<file path="config.mk">
export PLATFORM = sky130hd
export DESIGN_NAME = rheed_multicrop_router_flat
export DESIGN_NICKNAME = d
export VERILOG_FILES = /design/src/rtl/rheed_multicrop_router_if.sv /design/src/rtl/rheed_multicrop_router.sv /design/src/flat_wrapper.sv
export SDC_FILE = /design/constraint.sdc
export NUM_CORES = 1
export LEC_CHECK = 0
export ABC_AREA = 1
export ABC_CLOCK_PERIOD_IN_PS = 3330
export CORE_UTILIZATION = 51
export DETAILED_ROUTE_END_ITERATION = 16
export PLACE_DENSITY = 0.81
export SLEW_MARGIN = 10
export SYNTH_ARGS = -nofsm -noshare
export SYNTH_HDL_FRONTEND = slang
export SYNTH_SLANG_ARGS = --single-unit
</file>
<file path="constraint.sdc">
create_clock -name clk -period 3.33 [get_ports clk]
set_clock_uncertainty 0.05 [all_clocks]
set_input_delay 0.666 -clock clk [delete_from_list [all_inputs] [get_ports clk]]
set_output_delay 0.666 -clock clk [all_outputs]
set_load 0.01 [all_outputs]
</file>
<file path="src/rtl/rheed_multicrop_router_if.sv">
`default_nettype none
//==============================================================================
// Module   : rheed_multicrop_router_if
// Purpose  : Stream bundle of the RHEED multi-crop router. It carries the wide
//            Mono8 input stream (s_axis_*) and the NUM_CROPS per-crop pixel
//            output streams (m_axis_*).
// Ports    : s_axis_tvalid/tready/tdata          - input beat stream
//            m_axis_tvalid/tready/tdata/tlast    - per-crop pixel streams
// Modports : master - environment view: sources beats, sinks crop pixels
//            slave  - router view: sinks beats, sources crop pixels
// Revision : 1.0 - initial release
//==============================================================================
interface rheed_multicrop_router_if #(
    parameter int NUM_CROPS   = 5,
    parameter int BEAT_PIXELS = 32
);
    logic                          s_axis_tvalid;
    logic                          s_axis_tready;
    logic [8*BEAT_PIXELS-1:0]      s_axis_tdata;
    logic [NUM_CROPS-1:0]          m_axis_tvalid;
    logic [NUM_CROPS-1:0]          m_axis_tready;
    logic [NUM_CROPS-1:0][7:0]     m_axis_tdata;
    logic [NUM_CROPS-1:0]          m_axis_tlast;

    modport master (
        output s_axis_tvalid, s_axis_tdata, m_axis_tready,
        input  s_axis_tready, m_axis_tvalid, m_axis_tdata, m_axis_tlast
    );

    modport slave (
        input  s_axis_tvalid, s_axis_tdata, m_axis_tready,
        output s_axis_tready, m_axis_tvalid, m_axis_tdata, m_axis_tlast
    );
endinterface
`default_nettype wire

</file>
<file path="src/rtl/rheed_multicrop_router.sv">
`default_nettype none
//==============================================================================
// Module   : rheed_multicrop_router
// Purpose  : Serialises wide Mono8 beats to one pixel per cycle and routes each
//            pixel into NUM_CROPS independent crop windows, each with its own
//            FIFO, enable, legality check and end-of-window tlast.
// Ports    : clk, reset (async, active low)
//            ap_start/ap_idle/ap_done - frame control handshake
//            crop_en/crop_x0/crop_y0  - per-crop config, latched at ap_start
//            crop_err                 - per-crop window-outside-frame flag
//            axis (slave modport)     - input beats and per-crop outputs
//            crop_sum                 - per-crop pixel sum (CROP_SUM_EN only)
// Options  : define CROP_SUM_EN to add the crop_sum accumulators and port.
// Revision : 1.0 - initial release
//==============================================================================
module rheed_multicrop_router #(
    parameter int IN_ROWS     = 64,
    parameter int IN_COLS     = 64,
    parameter int OUT_ROWS    = 16,
    parameter int OUT_COLS    = 16,
    parameter int NUM_CROPS   = 5,
    parameter int BEAT_PIXELS = 32,
    parameter int FIFO_DEPTH  = 4,
    localparam int C_XW = (IN_COLS > 1) ? $clog2(IN_COLS) : 1,
    localparam int C_YW = (IN_ROWS > 1) ? $clog2(IN_ROWS) : 1
`ifdef CROP_SUM_EN
    , localparam int C_SW = 8 + $clog2(OUT_ROWS * OUT_COLS + 1)
`endif
) (
    input  wire logic                             clk,
    input  wire logic                             reset,
    input  wire logic                             ap_start,
    output logic                                  ap_idle,
    output logic                                  ap_done,
    input  wire logic [NUM_CROPS-1:0]             crop_en,
    input  wire logic [NUM_CROPS-1:0][C_XW-1:0]   crop_x0,
    input  wire logic [NUM_CROPS-1:0][C_YW-1:0]   crop_y0,
    output logic      [NUM_CROPS-1:0]             crop_err,
    rheed_multicrop_router_if.slave               axis
`ifdef CROP_SUM_EN
    , output logic    [NUM_CROPS-1:0][C_SW-1:0]   crop_sum
`endif
);
    localparam int               C_PW       = (BEAT_PIXELS > 1) ? $clog2(BEAT_PIXELS) : 1;
    localparam int               C_AW       = $clog2(FIFO_DEPTH);
    localparam logic [C_XW:0]    C_OC       = (C_XW+1)'(OUT_COLS);
    localparam logic [C_YW:0]    C_OR       = (C_YW+1)'(OUT_ROWS);
    localparam logic [C_XW:0]    C_IC       = (C_XW+1)'(IN_COLS);
    localparam logic [C_YW:0]    C_IR       = (C_YW+1)'(IN_ROWS);
    localparam logic [C_XW-1:0]  C_COL_LAST = C_XW'(IN_COLS - 1);
    localparam logic [C_YW-1:0]  C_ROW_LAST = C_YW'(IN_ROWS - 1);
    localparam logic [C_PW-1:0]  C_PIX_LAST = C_PW'(BEAT_PIXELS - 1);
    localparam logic [C_AW:0]    C_DEPTH    = (C_AW+1)'(FIFO_DEPTH);

    typedef enum logic [1:0] {
        S_IDLE  = 2'd0,
        S_RUN   = 2'd1,
        S_DRAIN = 2'd2,
        S_DONE  = 2'd3
    } state_t;

    state_t                          r_state, w_state_nxt;
    logic [NUM_CROPS-1:0]            r_en, r_err;
    logic [NUM_CROPS-1:0][C_XW-1:0]  r_x0;
    logic [NUM_CROPS-1:0][C_YW-1:0]  r_y0;
    logic [8*BEAT_PIXELS-1:0]        r_beat;
    logic                            r_beat_vld;
    logic [C_PW-1:0]                 r_pix;
    logic [C_XW-1:0]                 r_col;
    logic [C_YW-1:0]                 r_row;

    logic                            w_start, w_advance, w_beat_done, w_frame_end;
    logic                            w_s_ready, w_accept;
    logic [7:0]                      w_pixel;
    logic [NUM_CROPS-1:0]            w_err_in, w_active, w_hit, w_last, w_full, w_empty;
    logic [NUM_CROPS-1:0]            w_m_valid, w_m_last;
    logic [NUM_CROPS-1:0][7:0]       w_m_data;

    assign w_start     = (r_state == S_IDLE) && ap_start;
    assign w_pixel     = r_beat[{r_pix, 3'b000} +: 8];
    assign w_frame_end = (r_row == C_ROW_LAST) && (r_col == C_COL_LAST);
    assign w_active    = r_en & ~r_err;
    // A pixel only waits on FIFOs it actually targets; other crops never stall.
    assign w_advance   = (r_state == S_RUN) && r_beat_vld && ~|(w_hit & w_full);
    assign w_beat_done = w_advance && (r_pix == C_PIX_LAST);
    // Refill in the same cycle the last pixel leaves, except at frame end.
    assign w_s_ready   = (r_state == S_RUN) && !(w_advance && w_frame_end) &&
                         (!r_beat_vld || w_beat_done);
    assign w_accept    = w_s_ready && axis.s_axis_tvalid;

    assign axis.s_axis_tready = w_s_ready;
    assign axis.m_axis_tvalid = w_m_valid;
    assign axis.m_axis_tdata  = w_m_data;
    assign axis.m_axis_tlast  = w_m_last;
    assign crop_err           = r_err;

    always_ff @(posedge clk or negedge reset) begin
        if (!reset) begin
            r_state <= S_IDLE;
        end else begin
            r_state <= w_state_nxt;
        end
    end

    always_comb begin
        w_state_nxt = r_state;
        ap_idle     = 1'b0;
        ap_done     = 1'b0;
        case (r_state)
            S_IDLE: begin
                ap_idle = 1'b1;
                if (ap_start) w_state_nxt = S_RUN;
            end
            S_RUN:   if (w_advance && w_frame_end) w_state_nxt = S_DRAIN;
            S_DRAIN: if (&w_empty) w_state_nxt = S_DONE;
            S_DONE: begin
                ap_done     = 1'b1;
                w_state_nxt = S_IDLE;
            end
            default: w_state_nxt = S_IDLE;
        endcase
    end

    always_ff @(posedge clk or negedge reset) begin
        if (!reset) begin
            r_en       <= '0;
            r_err      <= '0;
            r_x0       <= '0;
            r_y0       <= '0;
            r_beat     <= '0;
            r_beat_vld <= 1'b0;
            r_pix      <= '0;
            r_col      <= '0;
            r_row      <= '0;
        end else if (w_start) begin
            r_en       <= crop_en;
            r_err      <= w_err_in;
            r_x0       <= crop_x0;
            r_y0       <= crop_y0;
            r_beat_vld <= 1'b0;
            r_pix      <= '0;
            r_col      <= '0;
            r_row      <= '0;
        end else begin
            if (w_accept) begin
                r_beat     <= axis.s_axis_tdata;
                r_beat_vld <= 1'b1;
            end else if (w_beat_done) begin
                r_beat_vld <= 1'b0;
            end
            if (w_advance) begin
                r_pix <= (r_pix == C_PIX_LAST) ? '0 : r_pix + 1'b1;
                if (r_col == C_COL_LAST) begin
                    r_col <= '0;
                    r_row <= (r_row == C_ROW_LAST) ? '0 : r_row + 1'b1;
                end else begin
                    r_col <= r_col + 1'b1;
                end
            end
        end
    end

    for (genvar i = 0; i < NUM_CROPS; i++) begin : g_crop
        logic [C_XW:0]   w_xe;
        logic [C_YW:0]   w_ye;
        logic            w_wr, w_rd;
        logic [8:0]      r_mem [FIFO_DEPTH];
        logic [C_AW-1:0] r_wp, r_rp;
        logic [C_AW:0]   r_cnt;

        // One extra bit so a window running past the frame edge cannot wrap.
        assign w_err_in[i] = (({1'b0, crop_x0[i]} + C_OC) > C_IC) ||
                             (({1'b0, crop_y0[i]} + C_OR) > C_IR);
        assign w_xe     = {1'b0, r_x0[i]} + C_OC;
        assign w_ye     = {1'b0, r_y0[i]} + C_OR;
        assign w_hit[i] = w_active[i] &&
                          (r_col >= r_x0[i]) && ({1'b0, r_col} < w_xe) &&
                          (r_row >= r_y0[i]) && ({1'b0, r_row} < w_ye);
        assign w_last[i] = ({1'b0, r_col} == w_xe - 1'b1) &&
                           ({1'b0, r_row} == w_ye - 1'b1);

        assign w_full[i]    = (r_cnt == C_DEPTH);
        assign w_empty[i]   = (r_cnt == '0);
        assign w_wr         = w_advance && w_hit[i];
        assign w_rd         = !w_empty[i] && axis.m_axis_tready[i];
        assign w_m_valid[i] = !w_empty[i];
        // Gated so stale entries left by a mid-frame reset never leak out.
        assign w_m_data[i]  = w_empty[i] ? 8'h00 : r_mem[r_rp][7:0];
        assign w_m_last[i]  = !w_empty[i] && r_mem[r_rp][8];

        always_ff @(posedge clk) begin
            if (w_wr) r_mem[r_wp] <= {w_last[i], w_pixel};
        end

        always_ff @(posedge clk or negedge reset) begin
            if (!reset) begin
                r_wp  <= '0;
                r_rp  <= '0;
                r_cnt <= '0;
            end else begin
                if (w_wr) r_wp <= r_wp + 1'b1;
                if (w_rd) r_rp <= r_rp + 1'b1;
                case ({w_wr, w_rd})
                    2'b10:   r_cnt <= r_cnt + 1'b1;
                    2'b01:   r_cnt <= r_cnt - 1'b1;
                    default: r_cnt <= r_cnt;
                endcase
            end
        end

`ifdef CROP_SUM_EN
        logic [C_SW-1:0] r_sum;
        always_ff @(posedge clk or negedge reset) begin
            if (!reset) begin
                r_sum <= '0;
            end else if (w_start) begin
                r_sum <= '0;
            end else if (w_wr) begin
                r_sum <= r_sum + C_SW'(w_pixel);
            end
        end
        assign crop_sum[i] = r_sum;
`endif
    end

endmodule
`default_nettype wire

</file>
<file path="src/flat_wrapper.sv">
// flat-port wrapper written by rule: the top's interface ports become plain ports
module rheed_multicrop_router_flat 
#(
    parameter int IN_ROWS     = 64,
    parameter int IN_COLS     = 64,
    parameter int OUT_ROWS    = 16,
    parameter int OUT_COLS    = 16,
    parameter int NUM_CROPS   = 5,
    parameter int BEAT_PIXELS = 32,
    parameter int FIFO_DEPTH  = 4,
    localparam int C_XW = (IN_COLS > 1) ? $clog2(IN_COLS) : 1,
    localparam int C_YW = (IN_ROWS > 1) ? $clog2(IN_ROWS) : 1

)
  (clk, reset, ap_start, ap_idle, ap_done, crop_en, crop_x0, crop_y0, crop_err, axis_s_axis_tvalid, axis_s_axis_tdata, axis_m_axis_tready, axis_s_axis_tready, axis_m_axis_tvalid, axis_m_axis_tdata, axis_m_axis_tlast);
  rheed_multicrop_router_if #(.NUM_CROPS(NUM_CROPS), .BEAT_PIXELS(BEAT_PIXELS)) axis_i ();
  input  wire logic clk;
  input  wire logic reset;
  input  wire logic ap_start;
  output logic ap_idle;
  output logic ap_done;
  input  wire logic [NUM_CROPS-1:0] crop_en;
  input  wire logic [NUM_CROPS-1:0][C_XW-1:0] crop_x0;
  input  wire logic [NUM_CROPS-1:0][C_YW-1:0] crop_y0;
  output logic      [NUM_CROPS-1:0] crop_err;
  input wire logic [$bits(axis_i.s_axis_tvalid)-1:0] axis_s_axis_tvalid;
  input wire logic [$bits(axis_i.s_axis_tdata)-1:0] axis_s_axis_tdata;
  input wire logic [$bits(axis_i.m_axis_tready)-1:0] axis_m_axis_tready;
  output wire logic [$bits(axis_i.s_axis_tready)-1:0] axis_s_axis_tready;
  output wire logic [$bits(axis_i.m_axis_tvalid)-1:0] axis_m_axis_tvalid;
  output wire logic [$bits(axis_i.m_axis_tdata)-1:0] axis_m_axis_tdata;
  output wire logic [$bits(axis_i.m_axis_tlast)-1:0] axis_m_axis_tlast;
  assign axis_i.s_axis_tvalid = axis_s_axis_tvalid;
  assign axis_i.s_axis_tdata = axis_s_axis_tdata;
  assign axis_i.m_axis_tready = axis_m_axis_tready;
  assign axis_s_axis_tready = axis_i.s_axis_tready;
  assign axis_m_axis_tvalid = axis_i.m_axis_tvalid;
  assign axis_m_axis_tdata = axis_i.m_axis_tdata;
  assign axis_m_axis_tlast = axis_i.m_axis_tlast;
  rheed_multicrop_router #(.IN_ROWS(IN_ROWS), .IN_COLS(IN_COLS), .OUT_ROWS(OUT_ROWS), .OUT_COLS(OUT_COLS), .NUM_CROPS(NUM_CROPS), .BEAT_PIXELS(BEAT_PIXELS), .FIFO_DEPTH(FIFO_DEPTH)) u_core (.clk(clk), .reset(reset), .ap_start(ap_start), .ap_idle(ap_idle), .ap_done(ap_done), .crop_en(crop_en), .crop_x0(crop_x0), .crop_y0(crop_y0), .crop_err(crop_err), .axis(axis_i));
endmodule
</file>
==> metrics.md <==
| Metric | Value |
|---|---|
| Layout Cells excl Fill | ~4.8k |
| CTS buffer count | 57 |
| Met1 wire length | 36300 microns |
| IO Count | 388 |
| Failing checks | setup timing |
| Vias in the first global route | 25.7k |
| Final Hold Viols | 0 |
| # placed instances | between 4k and 5k |
| Reg2reg end | u_core.g_crop[0].r_cnt[2] |
| Critical Path RT | 2610 ps |
| VDD IR max | slightly below 0.9 mV |
| Setup crit start kind | flip-flop |
| Slew margin rel. | 0.356 |
| Final Wtd Congestion | 0.932 |
| Nets | 4419 |
| Worst Path Arrival | 2870 ps |
| FP Rows | 88 |
| Via count | around 27k |
| Syn Area/Cell | about 8.6 sq um |
| Die ar. | 59300 sq um |
| CP endpoint kind | output port |
| Top sig layer | met4 |
| Max Cap Viol | 0 |
| CTS root buf | clkbuf_16 |
| Worst Path Max Fanout | 8 |
| Setup violations, final | 3 |
| Worst Hold Endpoint | u_core.r_beat[171] |
| Final TNS setup | -310 ps |
| Number of routed nets with antenna violations | 0 |
| Port Buffers | approximately 390 |
| Achievable Freq | 279 MHz |
| Leakage Power | 17.5 nW |
| Area growth, synth to finish | 28.8% |
| DR pass1 iterations | 7 |
| Die Wd | roughly 240 microns |
| Hold crit path type | reg -> reg |
| Clk slew on worst S/H paths | 70 ps |
| RSZ-0062 raised after global routing | yes |
| Gate count after technology mapping | about 3.5k |
| Pwr/cell area | 940 nW/um^2 |
| Commonest non-fill, non-tap cell in the layout | nand2_1 |
| Layout cell share with drive strength beyond 1 | 0.109 |
| Cell Area, Placed | roughly 36000 sq um |
| Fin. max-slew vios | 0 |
| Hold_sp | u_core.r_beat[171] |
| DRC errors left | 0 |
| Reg2Reg Depth | 19 |
| CTS tree | done |
| GR Util All Layers | 0.300 |
| Initial core utilization | 0.516 |
| Unique masters post-synth | 50 |
| Htree depth | 2 |
| Tot Pwr | 36.0 mW |
| Post-Layout Inst Area | ~38000 sq um |
| CP Class | reg -> out |
| DR iter-0 viols | 2571 |
| Final critical-path required period | 3590 ps |
| Via density | 5.68 |
| Worst R2R Setup Slack | -30 ps |
| Routed length on met3 | ~7700 microns |
| Slew @ Worst Pin | 965 ps |
| Commonest non-fill, non-tap cells in the layout | nand2_1, nor2_1, clkdlybuf4s50_1 |
| Synthesis warning total | 0 |
| Buffer depth of the longest clock path | 3 |
| Async SR Flop Fraction | 0.679 |
| Worst skew pair latency | 660 ps |
| First-pass GRT wire length | ~140000 microns |
| Hold path cells | 2 |
| Met2 wire length | approximately 43000 microns |
| Status | finished, violations left |
| CTS Sinks | 561 |
| Dpl hpwl | 65500 microns |
| Seq/Total Area, Yosys | 0.502 |
| Largest net degree at the start of global routing | a little over 90 |
| Top FF cell, synth | dfrtp_1 |
| Reg-to-Reg Start | u_core.r_row[5] |
| Initial antenna violation count | 0 |
| Wire length per cell | 19.2 microns |
| Area of the core | roughly 58000 sq um |
| Syn Nets | 3944 |
| Die H | between 200 and 250 microns |
| Yosys reg bits | ~560 |
| Crit share post-route | 1.08 |
| ANT cells | 0 |
| Final WL | 91300 microns |
| Mapped cell area | 29800 sq um |
| Post-synth EDFFs | between 150 and 200 |
| GRT overflow | 0 |
| Setup WS post-layout | -261 ps |
[registers in the layout (all words and copies together) (netlist names)]
name / flops
u_core.r_row: 6
u_core.r_pix: 5
u_core.r_beat: 256
u_core.r_state: 2
u_core.r_x0: 30
u_core.g_crop.r_cnt: 15
u_core.r_col: 6
u_core.r_y0: 30
u_core.g_crop.r_wp: 10
u_core.r_en: 5
u_core.r_beat_vld: 1
u_core.g_crop.r_mem: 180
u_core.crop_err: 5
u_core.g_crop.r_rp: 10
[worst max-delay path, stage by stage (launching register included)]
cell	delay, ps
dfrtp_2	520
buf_6	180
ha_1	300
nand2_1	80
a21oi_1	130
nor2_1	50
nand2_1	60
nand3_1	130
nor3_2	280
nor2_4	70
nand3_2	80
nand2_4	60
a21oi_4	180
buf_6	130
[cells in the mapped netlist (all sizes together), types with 4 or more instances]
library cell  number  area (sq um)
a2111o             5          56.3
a2111oi            5          43.8
a211oi             4          30.0
a21o               4          30.0
a21oi            110           551
buf              104           579
clkbuf           108           405
clkinv             5          18.8
dfrtp            381          9530
edfxtp           180          5410
fa                 5           100
ha               143          1790
inv              262           983
mux2i             12           120
nand2            839          3160
nand3             65           363
nand3b             6          45.0
nand4            265          1660
nor2             419          1580
nor3              28           145
nor4               9          56.3
o21ai            308          1540
o21bai             9          67.6
o221ai            10          87.6
o22ai             57           357
o41ai              4          35.0
xnor2             40           350
xor2              57           499
[timing repair]
action / 4_1_cts / 5_1_grt
endpoints found under the setup margin: 37 / 59
hold buffers: 1 / 0
cloned: 0 / 4
resized for setup: 33 / 54
setup buffers: 9 / 8
pin swaps: 13 / 32
endpoints found under the hold margin: 10 / 0
[cell families after synthesis]
kind of cell | count (synthesis) | synth area share
adder cells (fa/ha/maj) | 148 | 0.0635
AO/OA/AOI/OAI | 532 | 0.0985
multiplexers | 12 | 0.00404
flip-flops | 561 | 0.502
XOR/XNOR | 97 | 0.0285
buffers and inverters | 479 | 0.0668
AND/OR/NAND/NOR | 1637 | 0.237
[final cells by class]
cell class	count	area, sq um
multi-input cells	2426	13200
flip-flops and latches	561	15000
repair buffers	628	6190
well taps	765	957
fillers	4398	19400
inverters	267	1040
clock inverters	39	512
clock buffers	69	1500
[metrics by stage]
step,worst slack [ps],hold WS (ps),util
6_report,-261,419,0.664
5_1_grt,-370,431,0.664
4_1_cts,-211,418,0.657
3_5_place_dp,-146,403,0.619
3_3_place_gp,-71.7,398,0.619
2_1_floorplan,10.9,320,-
[metal layers]
| metal | global-route usage | vias to the layer above |
|---|---|---|
| met2 | 0.489 | 1357 |
| met3 | 0.0453 | 248 |
| met1 | 0.397 | 12790 |
| met4 | 0.133 | 0 |
| li1 | - | 12624 |
| met5 | 0 | - |
[worst max-delay path by stage]
stage	startpoint	end	slack, ps	cells after the start
floorplan	u_core.r_x0[16]	u_core.g_crop[2].r_cnt[2]	10	20
detailed placement	u_core.r_row[4]	axis_s_axis_tready	-150	15
global route	u_core.r_y0[16]	axis_s_axis_tready	-370	15
global placement	u_core.r_y0[23]	axis_s_axis_tready	-70	15
finish	u_core.r_row[5]	axis_s_axis_tready	-260	13
CTS	u_core.r_x0[23]	axis_s_axis_tready	-210	14
[report_power, final]
| part | internal, mW | switching [mW] | leakage (nW) |
|---|---|---|---|
| Clock | 3.95 | 2.85 | 0.959 |
| Combinational | 7.08 | 10.8 | 10.1 |
| Sequential | 9.87 | 1.46 | 6.40 |
| Total | 20.9 | 15.1 | 17.5 |
Power figures use the tool's default switching activity.
